[src/rtl/instr_fetch_seq.sv]
// rtl/instr_fetch_seq.sv - PC ownership, instruction fetch handshake and sequencing for the lab CPU.
// Optional fetch timeout enabled by defining FETCH_TIMEOUT_EN.
module instr_fetch_seq #(
  parameter int ADDR_W  = 8,
  parameter int IMM_W   = 8,
  parameter int TIMEOUT = 15
) (
  input  logic              clk,
  input  logic              rst_n,
  input  logic              run,
  output logic              imem_req,
  output logic [ADDR_W-1:0] imem_addr,
  input  logic              imem_ack,
  input  logic [15:0]       imem_data,
  output logic [3:0]        op,
  output logic [15:0]       instr,
  output logic              instr_valid,
  input  logic              branch,
  input  logic              jump,
  input  logic              stall,
  output logic [ADDR_W-1:0] pc,
  output logic              halted,
  output logic [15:0]       retired,
  output logic              fetch_err
);

  typedef enum logic [1:0] {IDLE, FETCH, EXEC, HALT} state_t;

  state_t            state;
  logic [ADDR_W-1:0] br_off;
  logic [ADDR_W-1:0] pc_next;

  assign imem_addr = pc;
  assign op        = instr[15:12];
  assign br_off    = ADDR_W'($signed(instr[IMM_W-1:0]));

  // Jump outranks branch; all arithmetic wraps at the PC width.
  always_comb begin
    if (jump) begin
      pc_next = instr[ADDR_W-1:0];
    end else if (branch) begin
      pc_next = pc + ADDR_W'(1) + br_off;
    end else begin
      pc_next = pc + ADDR_W'(1);
    end
  end

`ifdef FETCH_TIMEOUT_EN
  localparam int CNT_W = $clog2(TIMEOUT + 1);

  logic [CNT_W-1:0] tmo_cnt;
  logic             tmo_hit;

  assign tmo_hit = (tmo_cnt == CNT_W'(TIMEOUT - 1));

  // Counts ack-less FETCH cycles; cleared whenever we are outside FETCH.
  always_ff @(posedge clk or negedge rst_n) begin
    if (!rst_n) begin
      tmo_cnt <= '0;
    end else if (state != FETCH) begin
      tmo_cnt <= '0;
    end else if (!imem_ack && !tmo_hit) begin
      tmo_cnt <= tmo_cnt + CNT_W'(1);
    end
  end
`else
  assign fetch_err = (TIMEOUT < 0);
`endif

  always_ff @(posedge clk or negedge rst_n) begin
    if (!rst_n) begin
      state       <= IDLE;
      pc          <= '0;
      instr       <= '0;
      imem_req    <= 1'b0;
      instr_valid <= 1'b0;
      halted      <= 1'b0;
      retired     <= '0;
`ifdef FETCH_TIMEOUT_EN
      fetch_err   <= 1'b0;
`endif
    end else begin
      case (state)
        IDLE: begin
          if (run) begin
            state    <= FETCH;
            imem_req <= 1'b1;
          end
        end
        FETCH: begin
          if (imem_ack) begin
            instr       <= imem_data;
            imem_req    <= 1'b0;
            instr_valid <= 1'b1;
            state       <= EXEC;
          end
`ifdef FETCH_TIMEOUT_EN
          else if (tmo_hit) begin
            imem_req  <= 1'b0;
            fetch_err <= 1'b1;
            halted    <= 1'b1;
            state     <= HALT;
          end
`endif
        end
        EXEC: begin
          if (!stall) begin
            instr_valid <= 1'b0;
            if (retired != 16'hFFFF) begin
              retired <= retired + 16'd1;
            end
            if (op == 4'hF) begin
              halted <= 1'b1;
              state  <= HALT;
            end else begin
              pc <= pc_next;
              if (run) begin
                state    <= FETCH;
                imem_req <= 1'b1;
              end else begin
                state <= IDLE;
              end
            end
          end
        end
        HALT: begin
          imem_req    <= 1'b0;
          instr_valid <= 1'b0;
          halted      <= 1'b1;
        end
        default: state <= IDLE;
      endcase
    end
  end

endmodule
[config.mk]
export PLATFORM = sky130hd
export DESIGN_NAME = instr_fetch_seq
export DESIGN_NICKNAME = d
export VERILOG_FILES = /design/src/rtl/instr_fetch_seq.sv
export SDC_FILE = /design/constraint.sdc
export NUM_CORES = 1
export LEC_CHECK = 0
export ABC_AREA = 1
export BUFFER_PORTS_ARGS = -buffer_cell sky130_fd_sc_hd__buf_4
export CORE_MARGIN = 4
export CORE_UTILIZATION = 45
export CTS_CLUSTER_SIZE = 8
export DETAILED_ROUTE_END_ITERATION = 7
export GPL_ROUTABILITY_DRIVEN = 1
export HOLD_SLACK_MARGIN = 0.03
export PLACE_DENSITY = 0.73
export REMOVE_ABC_BUFFERS = 1
export SYNTH_ARGS = -nofsm -noshare
export SYNTH_HDL_FRONTEND = slang
export SYNTH_SLANG_ARGS = --single-unit
[constraint.sdc]
create_clock -name clk -period 4.6 [get_ports clk]
set_input_delay 0.46 -clock clk [delete_from_list [all_inputs] [get_ports clk]]
set_output_delay 0.46 -clock clk [all_outputs]
set_load 0.005 [all_outputs]
Word level (Yosys, flattened, before mapping)
Cells that the tools add are included.
- memories: 0
- memory bits (read-only): 0
- logic and storage cells: 52
- bits in registers: 45
- bits in latches: 0
- memory bits (writable): 0
- input bits: 23
- shifts and indexed selects: 0
- div/mod/pow operators: 0
- order comparisons: 0
- mux-type cells: 19
- eq/ne operators: 10
- multipliers: 0
- $add $sub $neg: 3
- reduce and logical (&&, ||, !) cells: 11
- bitwise operators: 2
- operators by type and width (cell ; number):
    16-bit by 1-bit adder with 16-bit output (second input constant) ; 1
    8-bit two-way mux ; 2
    16-bit inequality test (second input constant) ; 1
    3-bit AND reduction ; 5
    2-bit inequality test (second input constant) ; 5
    1-bit two-way mux ; 9
    8-bit by 1-bit adder with 8-bit output (second input constant) ; 1
    8-bit adder ; 1
    2-bit two-way mux ; 4
    2-bit case mux with 3 select lines ; 1
    3-bit nonzero test ; 2
    2-bit equality test (second input constant) ; 2
    4-bit equality test (second input constant) ; 1
    1-bit case mux with 4 select lines ; 1
    4-bit AND reduction ; 1
    1-bit case mux with 3 select lines ; 1
    2-bit by 1-bit equality test with 1-bit output (second input constant) ; 1
    2-bit zero test ; 1
    1-bit inverter ; 2
    1-bit case mux with 2 select lines ; 1
    2-bit AND reduction ; 1
    2-bit nonzero test ; 1

Depth between registers and ports, before layout
- depth after elaboration: 4
- gate-level depth with buffers: 18

Worst setup path after synthesis
Ideal clock, no wire load.
- path type: register to register
- start: reg pc[0] (netlist: imem_addr[0])
- end: reg pc[7] (netlist: imem_addr[7])
- data required time: 4.483 ns
- data arrival time: 1.939 ns
- setup time: 0.117 ns
- slack: 2.545 ns
- cell stages (with the launch flop): 15
- cells stage by stage: dfrtp_1 -> ha_1 -> nand2_1 -> inv_1 -> nor2_1 -> ha_1 -> or2_2 -> nand2_1 -> nor2_1 -> nor2_1 -> nand3_1 -> nand3_1 -> nand2_1 -> nand2_1 -> nand2_1
- word-level cells in the longest chain between the ends: 4
- ends and longest elaborated chain (what ; RTL line ; source):
    from (decl) ; 21 ; output logic [ADDR_W-1:0] pc,
    from (signal assigned) ; 116 ; pc <= pc_next;
    8-bit by 1-bit adder with 8-bit output (*) ; 42, 44 ;
    8-bit adder ; 42 ; pc_next = pc + ADDR_W'(1) + br_off;
    8-bit two-way mux (*) ; 41 ; end else if (branch) begin
    8-bit two-way mux (*) ; 39 ; if (jump) begin
Mark *: on every way between the ends. The rest lies on a longest branch, timed or not.
A chain may end at the register's enable or synchronous reset.

Worst setup path after layout
- start: reg pc[1] (netlist: imem_addr[1])
- end: reg pc[7] (netlist: imem_addr[7])
The elaborated chain is that of the path after synthesis.

==> results.sh <==
export IMPL_status="finished, final reports clean"
export IMPL_std_cell_rows=28
export IMPL_nFillCells=543
export IMPL_core_area_um2=6060
export IMPL_clkTransAtPathRegs_ns=0.08
export IMPL_synth_cell_types=34
export IMPL_numCtsBuffers=5
export IMPL_dr_pass1_iters=4
export IMPL_drive_above_1_share_pct=26.2
export IMPL_placed_cells=490
export IMPL_cts_hold_buf=0
export IMPL_max_slew_margin_pct=46.0
export IMPL_min_path_type="in2async"
export IMPL_routed_wl_mm=6.61
export IMPL_yosysWarnings=0
export IMPL_n_antenna_cell=0
export IMPL_syn2layout_area_growth_pct=22.7
export IMPL_holdWs_ns=0.156
export IMPL_synth_top_area_cell="dfrtp_1"
export IMPL_crit_type="reg2reg"
export IMPL_skew_ns=0.00568
export IMPL_fin_nets=460
export IMPL_powerDensity_nw_per_um2=639
export IMPL_fp_dieW_um=88.0
export IMPL_antenna_left=0
export IMPL_initial_core_util_pct=47.5
export IMPL_worst_pin_slew_ns=0.808
export IMPL_synth_top_area_share_pct=39.1
export IMPL_period_share_pct=49.4
export IMPL_cp_max_fo=6
export IMPL_cp_data_arrival_time_ns=2.46
export IMPL_synth_area_leaders="dfrtp_1 (39%), nand2_1 (12%), ha_1 (6.1%)"
export IMPL_setup_viol=0
export IMPL_viasPerCell=5.10
export IMPL_drt_initial_drc_count=88
export IMPL_fin_tns_setup_ns=0
export IMPL_place_detailed_hpwl_mm=5.05
export IMPL_cap_violations=0
export IMPL_clock_fmax_ghz=0.440
export IMPL_grt_usage_pct=18.5
export IMPL_syn_cell_area_um2=2880
export IMPL_synth_cells=357
export IMPL_syn_avg_cell_area_um2=8.06
export IMPL_final_cell_mix="nand2_1 (95), buf_4 (77), dfrtp_1 (45)"
export IMPL_die_h_um=88.0
export IMPL_post_cts_buffers=0
export IMPL_ios=79
export IMPL_seq_area_frac_synth_pct=39.1
export IMPL_crit_required_ns=4.79
export IMPL_critPathLaunchType="flip-flop"
export IMPL_finalHoldViolCount=0
export IMPL_final_cells=498
export IMPL_cts_tree="done"
export IMPL_p_leak_uw=0.00179
export IMPL_gp_congestion=0.939
export IMPL_vias=2540
export IMPL_ys_flop_type="dfrtp_1"
export IMPL_clkLatencyLatePin_ns=0.30
export IMPL_place_port_buffers=77
export IMPL_drc=0
export IMPL_clockBufferDepth=2
export IMPL_grt_max_degree=46
export IMPL_grt_pass1_vias=2516
export IMPL_endpoint_kind="flip-flop"
export IMPL_final_common_cell="nand2_1"
export IMPL_vdd_drop_max_mv=0.300
export IMPL_detail_route_wl_per_cell_um=13.3
export IMPL_cts_resized=0
export IMPL_grt_pass1_wl_mm=11.3
export IMPL_dieArea_um2=7740
export IMPL_htreeDepth=2
export IMPL_drv_slew=0
export IMPL_cts_root_buffer="clkbuf_8"
export IMPL_antenna_found_initial=0
export IMPL_rsz0062_at_grt="false"
export IMPL_ys_ff_latch=45
export IMPL_cts_sink_count=45
export IMPL_async_flop_share_pct=100
export IMPL_synth_edf_count=0
export IMPL_grt_overflow=0
export IMPL_period_minus_slack_ns=2.27
[cells in the mapped netlist, types with 2 or more instances]
library cell   n
xor2_1        11
inv_1         38
o21ai_0       18
xnor2_1        5
o21ai_2        3
nor2_1        24
ha_1          14
nand3_1       21
buf_6          2
nand2_1       95
nor3_1         5
o211ai_1       3
clkbuf_1       4
buf_4         13
dfrtp_1       45
nand3b_1       2
nand4_1        4
a21oi_1       18
mux2_2        15
or2_2          3
[report_power, final]
| part | internal (uW) | total, uW | leakage, uW | switching, uW |
|---|---|---|---|---|
| registers | 550 | 731 | 0.000554 | 181 |
| logic | 615 | 1220 | 0.00118 | 603 |
| clock network | 177 | 308 | 0.0000585 | 131 |
| total | 1340 | 2260 | 0.00179 | 915 |
[path summary, 6_finish.rpt]
| path | from | slack [ns] | end | cells past startpoint |
|---|---|---|---|---|
| max | imem_addr[1]$_DFFE_PN0P_ | 2.33 | imem_addr[7]$_DFFE_PN0P_ | 17 |
| min | rst_n | 0.16 | retired[2]$_DFFE_PN0P_ | 1 |
| max reg2reg | imem_addr[1]$_DFFE_PN0P_ | 2.33 | imem_addr[7]$_DFFE_PN0P_ | 17 |
| min reg2reg | halted$_DFFE_PN0P_ | 0.49 | halted$_DFFE_PN0P_ | 1 |
| max in group asynchronous | rst_n | 4.06 | imem_addr[4]$_DFFE_PN0P_ | 1 |
| min in group clk | imem_data[3] | 0.39 | instr[3]$_DFFE_PN0P_ | 2 |
[state kept, by name, indices dropped and copies added, names as in the netlist]
signal	flops
instr_valid	1
halted	1
imem_req	1
state	2
imem_addr	8
instr	16
retired	16
[worst max-delay path, stage by stage, from the launching register on]
cell,delay (ns)
dfrtp_1,0.44
ha_1,0.20
nand2_1,0.07
nor2_1,0.15
nand2_1,0.08
xor2_1,0.18
inv_1,0.07
ha_1,0.30
nand2_1,0.08
inv_1,0.05
nand2_1,0.06
nand2_1,0.04
nor2_1,0.13
nand3_1,0.10
nand3_1,0.09
nand2_1,0.05
nand2_1,0.05
nand2_1,0.05
[layer usage]
layer / up-vias / part of all wire, % / GRT usage [%]
met5: - / 0 / 0
met4: 0 / 1.7 / 6.14
met3: 11 / 5.0 / 3.10
met2: 62 / 50 / 33.3
met1: 1192 / 43 / 22.2
li1: 1275 / - / -
[metrics by stage]
step                      total power, uW  util, %  cell area [um2]  setup WS [ns]
final                                2260     58.3             3530           2.33
after global placement               1940     56.3             3410           2.44
after floorplan                      1450        -             2740           2.53
after global routing                 2490     58.3             3530           2.06
after CTS                            2280     58.3             3530           2.31
after detailed placement             1960     56.3             3410           2.33
[layout make-up]
type / count / area (um2) / share of cell area (%)
clock inverters: 1 / 30.0 / 0.850
clock buffers: 7 / 86.3 / 2.45
flip-flops and latches: 45 / 1130 / 31.9
inverters: 38 / 143 / 4.04
multi-input cells: 255 / 1470 / 41.7
well taps: 75 / 93.8 / 2.66
repair buffers: 77 / 578 / 16.4
[cells by family (layout without fill, tap and decap cells)]
logic type	count (synthesis)	count (layout)	synth area share (%)
muxes	15	15	5.87
buffers and inverters	57	123	9.65
AOI/OAI and AO/OA	49	49	9.70
DFF	45	45	39.1
other	1	1	0.130
adders and majority gates	15	15	6.78
and+or+nand+nor	159	159	23.9
xor gates and xnor gates	16	16	4.87
No activity file was read; power rests on OpenSTA's default activity.
